<file path="config.mk">
export PLATFORM = sky130hd
export DESIGN_NAME = cmd_issuer
export DESIGN_NICKNAME = d
export VERILOG_FILES = /design/src/rtl/calc_pkg.sv /design/src/rtl/btn_edge_pick.sv /design/src/rtl/cmd_issuer.sv
export SDC_FILE = /design/constraint.sdc
export NUM_CORES = 1
export LEC_CHECK = 0
export BUFFER_PORTS_ARGS = -buffer_cell sky130_fd_sc_hd__buf_2
export CORE_MARGIN = 3
export CORE_UTILIZATION = 50
export CTS_CLUSTER_DIAMETER = 30
export DETAILED_ROUTE_END_ITERATION = 16
export PLACE_DENSITY = 0.92
export SLEW_MARGIN = 40
export SYNTH_ARGS = -nofsm -noshare
export SYNTH_HDL_FRONTEND = slang
export SYNTH_SLANG_ARGS = --single-unit
</file>
<file path="constraint.sdc">
create_clock -name clk -period 4.7 [get_ports clk]
set_input_delay 0.94 -clock clk [delete_from_list [all_inputs] [get_ports clk]]
set_output_delay 0.94 -clock clk [all_outputs]
set_load 0.1 [all_outputs]
</file>
<file path="src/rtl/calc_pkg.sv">
// calc_pkg: command opcodes and issuer FSM states shared by the issuer and the memory controller.
package calc_pkg;

    typedef enum logic [2:0] {
        OP_NOP  = 3'd0,
        OP_PUSH = 3'd1,
        OP_ADD  = 3'd2,
        OP_SUB  = 3'd3,
        OP_MUL  = 3'd4,
        OP_DIV  = 3'd5
    } cmd_op_e;

    typedef enum logic [1:0] {
        S_IDLE    = 2'd0,
        S_ISSUE   = 2'd1,
        S_RELEASE = 2'd2,
        S_HOLD    = 2'd3
    } issuer_state_e;

endpackage

</file>
<file path="src/rtl/btn_edge_pick.sv">
// btn_edge_pick: rising-edge detect on debounced buttons with lowest-index priority select.
module btn_edge_pick
    import calc_pkg::*;
(
    input  logic       clk,
    input  logic       rst,
    input  logic [4:0] btn_db,
    output logic       pick_valid,
    output logic [2:0] pick_op
);

    logic [4:0] prev;
    logic       armed;
    logic [4:0] rise;

    // armed masks the first cycle after reset so a button held through reset is not an edge
    always_ff @(posedge clk or negedge rst) begin
        if (!rst) begin
            prev  <= '0;
            armed <= 1'b0;
        end else begin
            prev  <= btn_db;
            armed <= 1'b1;
        end
    end

    always_comb begin
        rise       = armed ? (btn_db & ~prev) : 5'd0;
        pick_valid = |rise;
        pick_op    = OP_NOP;
        for (int i = 4; i >= 0; i--)
            if (rise[i]) pick_op = 3'(i + 1);
    end

endmodule

</file>
<file path="src/rtl/cmd_issuer.sv">
// cmd_issuer: turns button presses into valid/ready commands for the memory controller.
// Optional auto-repeat while a single button is held: define CMD_AUTOREPEAT_EN.
module cmd_issuer
    import calc_pkg::*;
#(
    parameter int unsigned REPEAT_DLY  = 50_000_000,
    parameter int unsigned REPEAT_RATE = 10_000_000
) (
    input  logic        clk,
    input  logic        rst,
    input  logic [4:0]  btn_db,
    input  logic [15:0] switches,
    input  logic        full,
    input  logic        empty,
    input  logic        cmd_ready,
    output logic        cmd_valid,
    output logic [2:0]  cmd_op,
    output logic [15:0] cmd_data,
    output logic        busy,
    output logic        err
);

    issuer_state_e state, state_n;
    logic          valid_n, err_n, sel, reject, pick_valid;
    logic [2:0]    op_n, sel_op, pick_op;
    logic [15:0]   data_n;
`ifdef CMD_AUTOREPEAT_EN
    logic [31:0]   cnt, cnt_n;
    logic [4:0]    held;
    assign held = 5'd1 << (cmd_op - 3'd1);
`endif

    btn_edge_pick u_pick (
        .clk       (clk),
        .rst       (rst),
        .btn_db    (btn_db),
        .pick_valid(pick_valid),
        .pick_op   (pick_op)
    );

    assign busy = state != S_IDLE;

    always_ff @(posedge clk or negedge rst) begin
        if (!rst) begin
            state     <= S_IDLE;
            cmd_valid <= 1'b0;
            cmd_op    <= OP_NOP;
            cmd_data  <= '0;
            err       <= 1'b0;
`ifdef CMD_AUTOREPEAT_EN
            cnt       <= '0;
`endif
        end else begin
            state     <= state_n;
            cmd_valid <= valid_n;
            cmd_op    <= op_n;
            cmd_data  <= data_n;
            err       <= err_n;
`ifdef CMD_AUTOREPEAT_EN
            cnt       <= cnt_n;
`endif
        end
    end

    always_comb begin
        state_n = state;
        valid_n = cmd_valid;
        op_n    = cmd_op;
        data_n  = cmd_data;
        err_n   = err;
        sel     = 1'b0;
        sel_op  = pick_op;
`ifdef CMD_AUTOREPEAT_EN
        cnt_n   = cnt + 32'd1;
`endif
        case (state)
            S_IDLE: begin
                sel = pick_valid;
`ifdef CMD_AUTOREPEAT_EN
                cnt_n = 32'd1;
`endif
            end
            S_ISSUE: begin
                if (cmd_ready) begin
                    valid_n = 1'b0;
`ifdef CMD_AUTOREPEAT_EN
                    state_n = (btn_db == held) ? S_HOLD : S_RELEASE;
`else
                    state_n = S_RELEASE;
`endif
                end
            end
            S_RELEASE: state_n = (btn_db == 5'd0) ? S_IDLE : S_RELEASE;
`ifdef CMD_AUTOREPEAT_EN
            // cnt counts held cycles since the press; after a repeat it restarts so the next one is REPEAT_RATE away
            S_HOLD: begin
                if (btn_db != held) begin
                    state_n = S_RELEASE;
                end else if (cnt >= REPEAT_DLY - 32'd1) begin
                    sel    = 1'b1;
                    sel_op = cmd_op;
                    cnt_n  = REPEAT_DLY - REPEAT_RATE;
                end
            end
`endif
            default: state_n = S_IDLE;
        endcase
        reject = (sel_op == OP_PUSH) ? full : empty;
        if (sel) begin
            err_n   = reject;
            valid_n = !reject;
            state_n = reject ? S_RELEASE : S_ISSUE;
            op_n    = reject ? cmd_op : sel_op;
            data_n  = reject ? cmd_data : ((sel_op == OP_PUSH) ? switches : 16'd0);
        end
    end

endmodule

</file>
# [Yosys cells after proc, flatten, opt, wreduce, memory -nomap -nowiden]
# Index checks and enable logic that the tools add are counted.
[op_classes] n_eq_ne=5 shift=0 n_addsub=0 order_cmp=0 div=0 reduce_logical=10 bitwise_logic=3 n_mul=0 mux=17
[op_table] op="16-bit 2-to-1 mux" count=1
[op_table] op="3-bit 2-to-1 mux" count=5
[op_table] op="2-bit 2-to-1 mux" count=4
[op_table] op="2-bit one-hot mux with 3 select lines" count=1
[op_table] op="2-bit AND reduction" count=3
[op_table] op="2-bit nonzero test" count=3
[op_table] op="5-bit bitwise AND" count=1
[op_table] op="5-bit zero test" count=1
[op_table] op="1-bit 2-to-1 mux" count=5
[op_table] op="5-bit 2-to-1 mux" count=1
[op_table] op="5-bit inverter" count=1
[op_table] op="5-bit OR reduction" count=1
[op_table] op="3-bit by 1-bit == test with 1-bit output, second input constant" count=1
[op_table] op="3-bit inequality test, second input constant" count=1
[op_table] op="2-bit by 1-bit == test with 1-bit output, second input constant" count=1
[op_table] op="2-bit == test, second input constant" count=1
[op_table] op="2-bit zero test" count=1
[op_table] op="2-bit inequality test, second input constant" count=1
[op_table] op="1-bit zero test" count=1
[op_table] op="1-bit inverter" count=1
[totals] n_memories=0 latch_bits=0 word_cells=42 in_bits=26 regBits=29 romBits=0 mem_bits_rw=0

# [Longest topological paths before layout]
[logic_depth] word_depth=12 depth_mapped=7 mapped_depth_nobuf=6

# [Cells and area by module]
# Synthesis repeated with hierarchy kept, for this count alone.
[unflattened] hier_cells=96 hier_area_um2=1280.0
[by_module_without_submodules] module="cmd_issuer" cells_per_inst=73 n_inst=1 area_each_um2=1017.2
[by_module_without_submodules] module="btn_edge_pick" cells_per_inst=23 n_inst=1 area_each_um2=262.8

# [Worst setup path after synthesis]
# Ideal clock, no wire load.
[synth_path] kind="register to output" startpoint="register state[0]" endpoint="output busy" t_arrival_ps=1268 path_slack_ps=2492 stages_incl_launch_ff=4 required_time_ps=3760 cell_sequence="dfrtp_1 inv_1 ha_1 inv_1"
[synth_via] elab_chain_len=1
[synth_lines] element="start, declared" line_no="cmd_issuer.sv:23" text="issuer_state_e state, state_n;"
[synth_lines] element="start signal, assigned" line_no="cmd_issuer.sv:54" text="state <= state_n;"
[synth_lines] element="2-bit nonzero test" line_no="cmd_issuer.sv:41" text="assign busy = state != S_IDLE;"
[synth_lines] element="end, declared" line_no="cmd_issuer.sv:19" text="output logic busy,"
# No other way between the ends.

# [Worst setup path after layout]
# Ends and elaborated chain as after synthesis.

==> impl_results.rst <==
.. list-table::
   :header-rows: 1

   * - Metric
     - Value
   * - Post-synthesis area per instance
     - 12.7 um2
   * - Slew headroom
     - 0.507
   * - Ratio of cells with drive above 1 in the final layout
     - 0.405
   * - Placed Cells incl. Taps
     - 168
   * - Share of the synthesized area in the top cell type
     - 0.595
   * - DRC violations left
     - 0
   * - GRT Total Usage
     - 0.198
   * - Buffers inserted during post-CTS setup optimization
     - 0
   * - Via count of the routed design
     - 989
   * - Largest family of logic cells by synthesized area
     - compound AO/OA/AOI/OAI gates
   * - Die Y-Extent
     - 55.4 um
   * - CP top delay family
     - buffers and inverters
   * - Post-route antenna net violation count
     - 0
   * - Layout Cells excl Fill
     - 176
   * - Kind of critical path
     - flop to output pin
   * - Maximum number of buffers from clock root to sink
     - 2
   * - Worst path cell trace
     - inv_1, ha_1, inv_1, buf_2
   * - Achievable clock frequency
     - 404 MHz
   * - Min cycle time layout
     - 2.48 ns
   * - Post-synthesis adder-cell area fraction
     - 0.0308
   * - Worst r2r path cells
     - 6
   * - Count of final setup violators
     - 0
   * - Number of standard-cell rows in the floorplan
     - 17
   * - Synth-to-layout area growth
     - 27.3%
   * - Final RePlAce weighted congestion
     - 0.783
   * - Longest individual stage delay on the worst path
     - 0.41 ns
   * - Fin Setup TNS
     - 0 ns
   * - Hold Violations, Final
     - 0
   * - Clock tree from TritonCTS
     - done
   * - Area fraction in compound gates after synthesis
     - 0.217
   * - Ranking of synthesized cells by area
     - dfrtp_1 59%, a22o_1 12%, ha_1 3.1%, nor3_4 2.7%, inv_1 2.2%
   * - Final-report max-slew violation count
     - 0
   * - Final nets
     - 176
   * - Post-synthesis net count
     - 125
   * - Cell at the root of the clock tree
     - clkbuf_4
   * - Result of the run
     - completed
   * - RSZ-0062 raised after global routing
     - no
   * - WL final
     - 2.79 mm
   * - Register-to-register setup slack
     - 2.58 ns
   * - Placed wire-length estimate
     - 2.06 mm
   * - Footprint of the flip-flops and latches
     - 726 um2
   * - Fraction of the yosys area taken by sequential cells
     - 0.595
   * - Total CTS buffers
     - 5
   * - Largest net degree at the start of global routing
     - 30
   * - XOR/XNOR Fraction of Synth Area
     - 0
   * - Launching element type of the critical path
     - flop
   * - Endpoint, Worst Hold
     - cmd_data[14]$_DFFE_PN0P_
   * - Count of flip-flops with a built-in enable after synthesis
     - 0
   * - Commonest cells in the netlist
     - 29 x dfrtp_1, 17 x a22o_1, 7 x inv_1
   * - Mux share of post-synthesis cell area
     - 0.00821
   * - Yosys warning count
     - 0
   * - Boundary pin count
     - 48
   * - Clock latency on the worst-skew pair
     - 0.33 ns
   * - Worst hold stages
     - 1
   * - Prevailing post-synth register cell
     - dfrtp_1
   * - Mean routed wirelength per cell
     - 15.9 um
   * - Worst R2R Start
     - state[0]$_DFFE_PN0P_
   * - Simple-gate share of the synthesized area
     - 0.0995
   * - Number of antenna violations at the first check in global routing
     - 0
   * - Remaining global-route overflow
     - 0
   * - Placeable Area
     - 0.00225 mm2
   * - Maximum level of the CTS H-tree
     - 2
   * - Type of the most critical hold path
     - flop to flop
   * - Post-route fraction of the period consumed by the critical path
     - 0.527
   * - Die width
     - 55.4 um
   * - Clock Sink Count
     - 29
   * - Crit path max-delay cell type
     - buf_2
   * - Effective utilization at floorplan
     - 0.541
   * - Endpoint of the lowest-slack register-to-register path
     - cmd_data[0]$_DFFE_PN0P_
   * - Global-route wire length before repair
     - 4.66 mm
   * - Worst Skew
     - 0.0126 ns
   * - Cts-stage hold buffer count
     - 0
   * - Post-synth cell types
     - 27
   * - Worst Hold Launch
     - cmd_data[14]$_DFFE_PN0P_
   * - Via count of the first global-routing pass
     - 955
   * - Top fanout value on the critical path
     - 5
   * - Worst path required time
     - 3.76 ns
   * - Port bufs
     - 47
   * - Inserted Diodes
     - 0
   * - Critical Path AT
     - 1.54 ns
   * - Number of standard cells after synthesis
     - 96
   * - Transition time at the pin with the least slew margin
     - 0.738 ns
   * - Buffers plus inverters on the worst setup path
     - 3
   * - Number of violations of the max-capacitance limit
     - 0
   * - Most used cell along the critical path
     - inv_1
   * - Cts repair resizes
     - 0
   * - Cell area after technology mapping
     - 0.00122 mm2
   * - Biggest area consumer among synthesized cells
     - dfrtp_1
   * - First-pass iteration count of the detailed router
     - 4
   * - # fillers
     - 175
   * - Clock transition at the registers of the reported paths
     - 0.09 ns
   * - Ys async rst share
     - 1.00
   * - Footprint of the multi-input gates
     - 445 um2
   * - Worst setup EP type
     - output pin
   * - Die area
     - 0.00307 mm2
   * - DRT iter0 DRCs
     - 13
   * - Number of vias per cell after detailed routing
     - 5.62
   * - Most frequent cell after synthesis
     - dfrtp_1
   * - Number of synthesized register bits
     - 29
-- metrics by stage --
step	utilization	hold slack, ns	setup slack, ns	cell area [um2]
2_1_floorplan	-	0.527	2.49	1220
5_1_grt	0.689	0.520	2.13	1550
4_1_cts	0.685	0.509	2.20	1550
3_5_place_dp	0.648	0.480	2.09	1460
3_3_place_gp	0.648	0.478	2.25	1460
6_report	0.689	0.506	2.22	1550
-- cell families (layout without fill, tap and decap cells) --
| group | count (synthesis) | count (layout) |
|---|---|---|
| AOI/OAI and AO/OA | 33 | 33 |
| and+or+nand+nor | 19 | 19 |
| DFF | 29 | 29 |
| muxes | 1 | 1 |
| adders and majority gates | 3 | 3 |
| other | 1 | 1 |
| buffers and inverters | 10 | 62 |
-- worst max-delay path by stage --
stage | startpoint | to | slack [ns] | cells past startpoint
floorplan | state[0]$_DFFE_PN0P_ | busy | 2.49 | 3
global placement | btn_db[0] | cmd_valid$_DFFE_PN0P_ | 2.25 | 5
detailed placement | btn_db[0] | cmd_valid$_DFFE_PN0P_ | 2.09 | 5
CTS | state[0]$_DFFE_PN0P_ | busy | 2.20 | 4
global route | state[0]$_DFFE_PN0P_ | busy | 2.13 | 4
finish | state[0]$_DFFE_PN0P_ | busy | 2.22 | 4
-- layout make-up --
class                   instances  share of cell area
clock inverters                 1              0.0193
repair buffers                 47               0.151
inverters                       7              0.0169
flip-flops and latches         29               0.467
multi-input cells              57               0.287
clock buffers                   7              0.0355
well taps                      28              0.0226
-- cells in the final DEF, fill, tap and decap left out --
cell and n:
o22ai_1 1, or4_1 1, o41ai_1 1, nor3_4 2
o21ba_2 1, nor3_1 1, a21oi_4 1, nand2_2 1
mux2i_1 1, a21oi_1 2, bufinv_16 1, o21ai_0 4
dfrtp_1 29, o21a_1 2, a22o_1 17, nor2_1 2
clkbuf_1 1, a21o_1 1, buf_2 47, o2111ai_1 1
nand2b_1 4, nor2b_1 3, ha_1 3, nand2_1 5
a22oi_2 1, a2bb2oi_1 1, conb_1 1, clkbuf_4 5
clkbuf_8 1, inv_1 7
-- metal layers --
metal	global-route usage	wire, um	vias to the layer above
met3	0.0631	205	10
met2	0.314	1420	46
met5	0	0	-
met4	0.104	90	0
met1	0.238	1080	485
li1	-	-	448
-- flip-flops by register name, summed over array words and instances, names as in the netlist --
name and cells:
err 1, cmd_valid 1, state 2, cmd_op 3, cmd_data 16, u_pick.prev 5, u_pick.armed 1
Power is left out: the tool's default activity adds up to more than one toggle a clock period on the data nets, which glitch-free logic cannot reach.
